--- config.mk ---
export PLATFORM = sky130hd
export DESIGN_NAME = ctrl_pipe
export DESIGN_NICKNAME = d
export VERILOG_FILES = /design/src/rtl/pipe_pkg.sv /design/src/rtl/ctrl_stage.sv /design/src/rtl/ctrl_pipe.sv
export SDC_FILE = /design/constraint.sdc
export NUM_CORES = 1
export LEC_CHECK = 0
export ABC_AREA = 1
export CAP_MARGIN = 20
export CORE_ASPECT_RATIO = 0.75
export CORE_MARGIN = 2
export CORE_UTILIZATION = 45
export DETAILED_ROUTE_END_ITERATION = 6
export DONT_BUFFER_PORTS = 1
export SETUP_SLACK_MARGIN = 0.2
export SLEW_MARGIN = 20
export SYNTH_ARGS = -nofsm -noshare
export SYNTH_HDL_FRONTEND = slang
export SYNTH_SLANG_ARGS = --single-unit
--- constraint.sdc ---
create_clock -name clk -period 3.45 [get_ports clk]
set_input_delay 0.345 -clock clk [delete_from_list [all_inputs] [get_ports clk]]
set_output_delay 0.345 -clock clk [all_outputs]
set_load 0.02 [all_outputs]
--- src/rtl/pipe_pkg.sv ---
// Shared control-word layout and stage-update encoding for the
// segmented processor's control pipeline.
package pipe_pkg;

   localparam int CTRL_W_DEF  = 10;

   localparam int SALTOINCOND = 9;
   localparam int REGDEST     = 8;
   localparam int FUENTEALU   = 7;
   localparam int MEMAREG     = 6;
   localparam int ESCRREG     = 5;
   localparam int LEERMEM     = 4;
   localparam int SALTOCOND   = 2;
   localparam int ALUOP_HI    = 1;
   localparam int ALUOP_LO    = 0;

   localparam logic [CTRL_W_DEF-1:0] BUBBLE = '0;

   typedef enum logic [1:0] {
      UPD_ADVANCE = 2'd0,
      UPD_HOLD    = 2'd1,
      UPD_BUBBLE  = 2'd2
   } upd_e;

   // Flush beats hold; a frozen upstream stage must feed a bubble, not a copy.
   function automatic upd_e stage_sel(input logic flush, input logic hold,
                                      input logic up_hold);
      if (flush)        return UPD_BUBBLE;
      else if (hold)    return UPD_HOLD;
      else if (up_hold) return UPD_BUBBLE;
      else              return UPD_ADVANCE;
   endfunction

endpackage

--- src/rtl/ctrl_stage.sv ---
// One control-word pipeline register with flush, hold and bubble insertion.
module ctrl_stage
   import pipe_pkg::*;
#(
   parameter int CTRL_W = CTRL_W_DEF
) (
   input  logic              clk,
   input  logic              reset,
   input  logic              flush,
   input  logic              hold,
   input  logic              up_hold,
   input  logic [CTRL_W-1:0] up_ctrl,
   input  logic              up_vld,
   output logic [CTRL_W-1:0] ctrl_q,
   output logic              vld_q,
   output logic              vld_d
);

   logic [CTRL_W-1:0] ctrl_d;
   upd_e              sel;

   always_comb begin
      sel    = stage_sel(flush, hold, up_hold);
      ctrl_d = ctrl_q;
      vld_d  = vld_q;
      unique case (sel)
         UPD_ADVANCE: begin
            ctrl_d = up_ctrl;
            vld_d  = up_vld;
         end
         UPD_BUBBLE: begin
            ctrl_d = '0;
            vld_d  = 1'b0;
         end
         default: ;
      endcase
   end

   always_ff @(posedge clk) begin
      if (reset) begin
         ctrl_q <= '0;
         vld_q  <= 1'b0;
      end else begin
         ctrl_q <= ctrl_d;
         vld_q  <= vld_d;
      end
   end

endmodule

--- src/rtl/ctrl_pipe.sv ---
// Parametrised control-word pipeline from ID to write-back, with per-stage
// stall/flush, gated write-back controls and a saturating bubble counter.
module ctrl_pipe
   import pipe_pkg::*;
#(
   parameter int CTRL_W      = CTRL_W_DEF,
   parameter int STAGES      = 3,
   parameter int MEMAREG_BIT = MEMAREG,
   parameter int ESCRREG_BIT = ESCRREG,
   parameter int CNT_W       = 16
) (
   input  logic                     clk,
   input  logic                     reset,
   input  logic [CTRL_W-1:0]        Control,
   input  logic                     valid_in,
   input  logic [STAGES-1:0]        stall,
   input  logic [STAGES-1:0]        flush,
   output logic [STAGES*CTRL_W-1:0] stage_ctrl,
   output logic [STAGES-1:0]        stage_valid,
   output logic                     MemaReg,
   output logic                     EscrReg,
   output logic [CNT_W-1:0]         bubble_cnt,
   input  logic                     clr_cnt
);

   logic [STAGES-1:0][CTRL_W-1:0] ctrl_q;
   logic [STAGES-1:0]             vld_q;
   logic [STAGES-1:0]             vld_nxt;
   logic [STAGES-1:0]             hold;
   logic [CNT_W-1:0]              cnt_d, cnt_q;
   logic                          unused_vld_nxt;

   for (genvar g = 0; g < STAGES; g++) begin : g_stage
      // A stall downstream freezes this stage too.
      assign hold[g] = |stall[STAGES-1:g];

      if (g == 0) begin : g_first
         ctrl_stage #(.CTRL_W(CTRL_W)) u_stage (
            .clk     (clk),
            .reset   (reset),
            .flush   (flush[g]),
            .hold    (hold[g]),
            .up_hold (1'b0),
            .up_ctrl (Control),
            .up_vld  (valid_in),
            .ctrl_q  (ctrl_q[g]),
            .vld_q   (vld_q[g]),
            .vld_d   (vld_nxt[g])
         );
      end else begin : g_rest
         ctrl_stage #(.CTRL_W(CTRL_W)) u_stage (
            .clk     (clk),
            .reset   (reset),
            .flush   (flush[g]),
            .hold    (hold[g]),
            .up_hold (hold[g-1]),
            .up_ctrl (ctrl_q[g-1]),
            .up_vld  (vld_q[g-1]),
            .ctrl_q  (ctrl_q[g]),
            .vld_q   (vld_q[g]),
            .vld_d   (vld_nxt[g])
         );
      end
   end

   // Only the final stage's next-valid feeds the counter.
   assign unused_vld_nxt = ^vld_nxt;

   assign stage_ctrl  = ctrl_q;
   assign stage_valid = vld_q;
   assign MemaReg     = vld_q[STAGES-1] & ctrl_q[STAGES-1][MEMAREG_BIT];
   assign EscrReg     = vld_q[STAGES-1] & ctrl_q[STAGES-1][ESCRREG_BIT];

   always_comb begin
      cnt_d = cnt_q;
      if (clr_cnt)
         cnt_d = '0;
      else if (!vld_nxt[STAGES-1] && (cnt_q != {CNT_W{1'b1}}))
         cnt_d = cnt_q + CNT_W'(1);
   end

   always_ff @(posedge clk) begin
      if (reset) cnt_q <= '0;
      else       cnt_q <= cnt_d;
   end

   assign bubble_cnt = cnt_q;

endmodule

# Yosys cells after proc, flatten, opt, wreduce, memory -nomap -nowiden
# Index checks and enable logic that the tools add are counted.
# classes
n_reduce_logical,11
bitwise,2
n_eq_ne,4
muxes,14
addsub,1
# op_table
op,count
10-bit case mux with 2 select lines,3
16-bit by 1-bit adder with 16-bit output (second input constant),1
16-bit != test (second input constant),1
2-bit 2-to-1 mux,7
2-bit equality test (second input constant),3
2-bit zero test,3
1-bit case mux with 2 select lines,3
2-bit nonzero test,3
2-bit OR reduction,2
3-bit OR reduction,1
1-bit AND,2
1-bit logical AND,1
1-bit zero test,1
1-bit 2-to-1 mux,1
# word_totals
word_cells,39
register_bits,49
output_inout_bits,51
in_bits,20

# Longest topological paths before layout
# Gate-level depths: netlist of the first run.
# depth
word_depth,8
depth_mapped,10
ltp_nobuf,9

# Hierarchy
# Synthesis of the first run repeated with hierarchy kept, for this count alone.
# unflattened
cells_unflattened,392
hier_area_um2,2671.3
# modules_own_cells
mod,cells_each,area_per_inst_um2,n_inst
ctrl_stage,74,534.3,3
ctrl_pipe,170,1068.5,1

# Worst setup path after synthesis of the first run
# No wires, ideal clock.
# synth_timing
path_type,register to register
from,reg cnt_q[0] (netlist: bubble_cnt[0])
to,reg cnt_q[13] (netlist: bubble_cnt[13])
required_ns,3.338
setup_ns,0.112
setup_slack_ns,1.791
stages_incl_launch_ff,10
period_less_slack_ns,1.659
arrival_time_ns,1.546
n_path_buf,1
cell_sequence,dfxtp_1 -> ha_1 -> inv_1 -> nor2_2 -> nand2_2 -> nor2_1 -> nor2_2 -> buf_6 -> a21oi_2 -> nor2_1
# synth_between
elab_chain_len,2
elab_cells_between_ends,3
# synth_rtl
element,line,rtl
start: declaration,ctrl_pipe.sv:30,"logic [CNT_W-1:0] cnt_d, cnt_q;"
start signal: assignment,ctrl_pipe.sv:84,else cnt_q <= cnt_d;
"parallel branches: the longest is 2 deep, another holds 16-bit by 1-bit adder with 16-bit output",--,
# Several ways; the timed one is not identified.
# A chain may end at the register's enable or synchronous reset.

# Worst setup path after layout of the first run
# layout_timing
from,reg cnt_q[0] (netlist: bubble_cnt[0])
to,reg cnt_q[14] (netlist: bubble_cnt[14])
# Same word-level chain as after synthesis.

==> results.sh, run 1 <==
export IMPL_required_ns=3.66
export IMPL_synth_edf_count=0
export IMPL_numCtsBuffers=5
export IMPL_cts_clk_slew_worst_paths_ns=0.10
export IMPL_cpLargestDelayFamily="simple AND/OR/NAND/NOR gates"
export IMPL_num_vias=1965
export IMPL_slowest_delay_ns=0.50
export IMPL_syn_area_um2=2220
export IMPL_rsz0062_at_grt="false"
export IMPL_maxSlewHeadroom_pct=56.4
export IMPL_grt_pass1_vias=1819
export IMPL_dp_cells=361
export IMPL_overflow=0
export IMPL_finalCritPeriodShare_pct=55.2
export IMPL_setup_tns_ns=0
export IMPL_yosys_top_cells_area="dfxtp_1 (44%), nand3_1 (13%), nand2_1 (10%)"
export IMPL_vias_per_cell=5.33
export IMPL_finalSetupViolations=0
export IMPL_syn_to_final_growth_pct=4.56
export IMPL_cts_hold_buf=0
export IMPL_synth_top_area_share_pct=44.1
export IMPL_ys_ff_latch=49
export IMPL_avgSynthCellArea_um2=6.99
export IMPL_worst_path_buf_inv=1
export IMPL_drcViolationCount=0
export IMPL_status="finished clean"
export IMPL_die_h_um=64.9
export IMPL_diodes=0
export IMPL_max_freq_mhz=525
export IMPL_htree_num_levels=2
export IMPL_worst_slew_pin_slew_ns=0.652
export IMPL_finalHoldViolCount=0
export IMPL_post_cts_buffers=0
export IMPL_hold_ws_ns=0.0877
export IMPL_critical_path_class="reg -> reg"
export IMPL_worstSkewPairLatency_ns=0.31
export IMPL_dieArea_um2=5520
export IMPL_async_reset_ff_share_pct=0
export IMPL_grt_total_usage_pct=19.5
export IMPL_drive_gt1_share_pct=5.83
export IMPL_cp_start_kind="register"
export IMPL_synth_distinct_cells=23
export IMPL_wl_um=5170
export IMPL_slowest_stage="nor2_2"
export IMPL_synth_top_cell_by_area="dfxtp_1"
export IMPL_max_cap_violations=0
export IMPL_fp_coreArea_um2=4820
export IMPL_cts_root_buf="clkbuf_8"
export IMPL_syn_nets=339
export IMPL_path_cells="ha_1 > inv_1 > nor2_2 > nand2_2 > nor2_1 > nor2_2 > nand3_1 > nand2_1 > nor2_1"
export IMPL_row_count=22
export IMPL_first_pass_iters=4
export IMPL_finalCriticalPeriod_ns=1.90
export IMPL_cts_resized=0
export IMPL_drtIter0Drc=77
export IMPL_hp_class="in -> reg"
export IMPL_grt_max_degree=31
export IMPL_end_kind="register"
export IMPL_place_congestion=0.769
export IMPL_maxSlewViolCount=0
export IMPL_ios=71
export IMPL_power_density_nw_per_um2=446
export IMPL_yosysWarnings=0
export IMPL_start_util_pct=46.1
export IMPL_yosysSeqAreaShare_pct=44.1
export IMPL_die_w_um=85.1
export IMPL_yosys_most_used_dff="dfxtp_1"
export IMPL_fillers=498
export IMPL_clock_sinks=49
export IMPL_p_leak_uw=0.000768
export IMPL_final_cell_mix="nand2_1 (60), nand3_1 (58), dfxtp_1 (49)"
export IMPL_antenna_found_initial=0
export IMPL_tritoncts="built"
export IMPL_stdcell_count=369
export IMPL_ant_nets=0
export IMPL_grt_pass1_wl_um=8600
export IMPL_port_buffers=0
export IMPL_place_hpwl_um=3690
export IMPL_skew_ns=0.00603
export IMPL_final_common_cell="nand2_1"
export IMPL_cp_arrival_ns=2.11
export IMPL_ir_worst_vdd_uv=304
export IMPL_nets=329
export IMPL_cts_buffer_depth=2
export IMPL_crit_fanout=16
export IMPL_synthCells=318
export IMPL_wl_per_cell_um=14.0
==> logic make-up (layout without fill, tap and decap cells) <==
logic type | Yosys count | in the layout | share of synthesized area, %
AOI/OAI and AO/OA | 48 | 48 | 11.0
xor gates and xnor gates | 6 | 6 | 2.37
adders and majority gates | 1 | 1 | 0.563
buffers and inverters | 40 | 31 | 8.16
DFF | 49 | 49 | 44.1
and+or+nand+nor | 174 | 174 | 33.8
==> area by class of cell <==
| cell class | instances | area (um2) | area share (%) |
|---|---|---|---|
| inverter | 22 | 83.8 | 3.61 |
| clock inverter | 3 | 47.5 | 2.05 |
| tap | 60 | 75.1 | 3.23 |
| sequential | 49 | 981 | 42.2 |
| clock buffer | 5 | 68.8 | 2.96 |
| multi-input combinational | 229 | 1060 | 45.6 |
| timing repair buffer | 1 | 7.51 | 0.323 |
==> worst paths after layout <==
kind	start	to	slack, ns	depth (start not counted)
worst max-delay path	bubble_cnt[0]	bubble_cnt[14]	1.55	9
worst min-delay path	reset	g_stage[0].g_first.u_stage.ctrl_q[2]	0.09	1
worst max register to register	bubble_cnt[0]	bubble_cnt[14]	1.55	9
worst min register to register	g_stage[2].g_rest.u_stage.ctrl_q[3]	g_stage[2].g_rest.u_stage.ctrl_q[3]	0.56	2
==> worst register-to-register path: cells and delay by family, from the launching register on <==
kind | cells | cell delay, ns
fa+ha+maj | 1 | 0.32
flops | 1 | 0.45
simple gates | 7 | 0.96
buf+inv | 1 | 0.08
==> power breakdown <==
| group | internal [uW] | total [uW] | switching (uW) |
|---|---|---|---|
| Clock | 221 | 427 | 206 |
| Combinational | 6.57 | 31.7 | 25.2 |
| Sequential | 569 | 578 | 9.03 |
| Total | 797 | 1040 | 240 |
==> stage by stage <==
stage | instance area (um2) | setup WS, ns | total power (uW) | util, %
finish | 2320 | 1.55 | 1040 | 48.2
detailed placement | 2210 | 1.24 | 623 | 45.8
floorplan | 2220 | 1.79 | 621 | -
global route | 2320 | 1.31 | 1080 | 48.2
global placement | 2210 | 1.27 | 623 | 45.8
CTS | 2320 | 1.53 | 1050 | 48.2
==> layer usage <==
layer | vias to the layer above | GRT usage [%] | share of wire (%)
met3 | 6 | 8.79 | 8.0
met5 | - | 0 | 0
met2 | 48 | 31.0 | 46
li1 | 1022 | - | -
met4 | 0 | 4.76 | 1.3
met1 | 889 | 24.2 | 44
==> synth_stat cells (all sizes together) (4+ instances only) <==
| cell | number |
|---|---|
| nand2 | 63 |
| nand3 | 58 |
| dfxtp | 49 |
| nor2 | 49 |
| a21oi | 39 |
| inv | 19 |
| buf | 11 |
| o21ai | 9 |
| clkbuf | 7 |
| nand4 | 4 |
==> sequential cells by signal (all words and copies together) (netlist names) <==
name and cells:
bubble_cnt 16, g_stage.g_first.u_stage.vld_q 1, g_stage.g_rest.u_stage.vld_q 2, g_stage.g_rest.u_stage.ctrl_q 20, g_stage.g_first.u_stage.ctrl_q 10
(Power assumes the default switching activity.)
==> inputs of run 2 (changes only) <==
- clock period: 3.45 -> 1.8 ns (I/O delays scaled with it)
==> results.sh, run 2 (same netlist as run 1, synthesis figures left out) <==
export IMPL_status="finished clean"
export IMPL_drtIter0Drc=102
export IMPL_power_density_nw_per_um2=791
export IMPL_start_util_pct=46.1
export IMPL_fin_total_pwr_uw=2020
export IMPL_final_cell_mix="nand2_1 (60), nand3_1 (58), nor2_1 (46), dfxtp_1 (46), a21oi_1 (38)"
export IMPL_ios=71
export IMPL_finalCriticalPeriod_ns=1.44
export IMPL_finalHoldViolCount=0
export IMPL_dieArea_um2=5520
export IMPL_drive_gt1_share_pct=14.5
export IMPL_hold_ws_ns=0.00883
export IMPL_grt_total_usage_pct=20.1
export IMPL_ir_worst_vdd_uv=522
export IMPL_max_freq_mhz=696
export IMPL_rsz0062_at_grt="false"
export IMPL_overflow=0
export IMPL_antenna_found_initial=0
export IMPL_hp_class="in -> reg"
export IMPL_numCtsBuffers=5
export IMPL_power_switching_uw=479
export IMPL_p_leak_uw=0.000920
export IMPL_worst_slew_pin_slew_ns=1.05
export IMPL_pwr_share_comb_pct=4.6
export IMPL_place_congestion=0.802
export IMPL_end_kind="register"
export IMPL_finalSetupViolations=0
export IMPL_power_frac_clock_pct=40.8
export IMPL_required_ns=2.00
export IMPL_place_hpwl_um=4110
export IMPL_die_w_um=85.1
export IMPL_htree_num_levels=2
export IMPL_die_h_um=64.9
export IMPL_cts_root_buf="clkbuf_8"
export IMPL_worstSkewPairLatency_ns=0.30
export IMPL_grt_pass1_wl_um=8940
export IMPL_wl_um=5570
export IMPL_cts_clk_slew_worst_paths_ns=0.09
export IMPL_stdcell_count=398
export IMPL_syn_to_final_growth_pct=14.9
export IMPL_dpl_worst_slack_ns=0.354
export IMPL_cts_buffer_depth=2
export IMPL_vias_per_cell=5.21
export IMPL_cp_arrival_ns=1.64
export IMPL_maxSlewHeadroom_pct=29.8
export IMPL_ant_nets=0
export IMPL_nets=358
export IMPL_wl_per_cell_um=14.0
export IMPL_clock_sinks=49
export IMPL_critical_path_class="reg -> reg"
export IMPL_first_pass_iters=7
export IMPL_row_count=22
export IMPL_final_common_cell="nand2_1"
export IMPL_setup_tns_ns=0
export IMPL_diodes=0
export IMPL_fin_ws_ns=0.362
export IMPL_fp_coreArea_um2=4820
export IMPL_largest_reg_flops=20
export IMPL_finalCritPeriodShare_pct=79.9
export IMPL_dp_cells=389
export IMPL_tritoncts="built"
export IMPL_crit_fanout=10
export IMPL_port_buffers=0
export IMPL_grt_pass1_vias=1912
export IMPL_num_vias=2075
export IMPL_post_cts_buffers=0
export IMPL_top_register="g_stage.g_rest.u_stage.ctrl_q"
export IMPL_skew_ns=0.00698
export IMPL_p_int_uw=1540
export IMPL_maxSlewViolCount=0
export IMPL_cp_start_kind="register"
export IMPL_drcViolationCount=0
export IMPL_seq_power_share_pct=54.6
export IMPL_switching_share_pct=23.7
export IMPL_grt_max_degree=29
export IMPL_max_cap_violations=0
[run 2: cell type report]
type	count	area (um2)
clock buffers	5	68.8
clock inverters	3	47.5
fillers	489	2260
inverters	22	83.8
multi-input cells	229	1060
flip-flops and latches	49	985
well taps	60	75.1
repair buffers	30	228
[run 2: worst paths after layout]
| kind | startpoint | endpoint | slack [ns] | depth (start not counted) |
|---|---|---|---|---|
| min reg2reg | bubble_cnt[2] | bubble_cnt[2] | 0.51 | 2 |
| min | Control[4] | g_stage[0].g_first.u_stage.ctrl_q[4] | 0.009 | 2 |
| max reg2reg | bubble_cnt[5] | bubble_cnt[15] | 0.36 | 8 |
| max | bubble_cnt[5] | bubble_cnt[15] | 0.36 | 8 |
[run 2: power groups by stage]
| stage | Clock (uW) | Combinational (uW) | Sequential [uW] |
|---|---|---|---|
| after detailed placement | 0 | 79.3 | 1130 |
| after CTS | 841 | 90.8 | 1100 |
| after global placement | 0 | 78.7 | 1130 |
| final | 823 | 92.6 | 1100 |
| after floorplan | 0 | 61.0 | 1130 |
| after global routing | 872 | 101 | 1100 |
[run 2: worst max-delay path, cell delays in order, from the launching register on]
cell     delay [ns]
dfxtp_1        0.42
nand2_1        0.13
nor2_2         0.17
nand2_2        0.08
nor2_1         0.13
nor2_2         0.05
buf_4          0.17
a21oi_1        0.13
nor2_1         0.05
[run 2: through the flow]
step                utilization, %  area, um2
finish                        53.0       2550
global route                  53.0       2550
CTS                           52.9       2550
detailed placement            50.2       2420
global placement              50.2       2420
floorplan                        -       2220
[run 2: layer usage]
metal  track usage (%)  vias to the layer above  part of all wire, %
met5                 0                        -                    0
met4              4.17                        0                 0.63
met3              6.88                        5                  7.7
met2              32.2                       56                   44
met1              26.4                      935                   47
li1                  -                     1079                    -
[run 2: timing repair]
| action | CTS | global route |
|---|---|---|
| gates resized for setup | 0 | 2 |
| setup endpoints to repair | 0 | 4 |
| hold buffers | 1 | 0 |
| endpoints found under the hold margin | 28 | 0 |
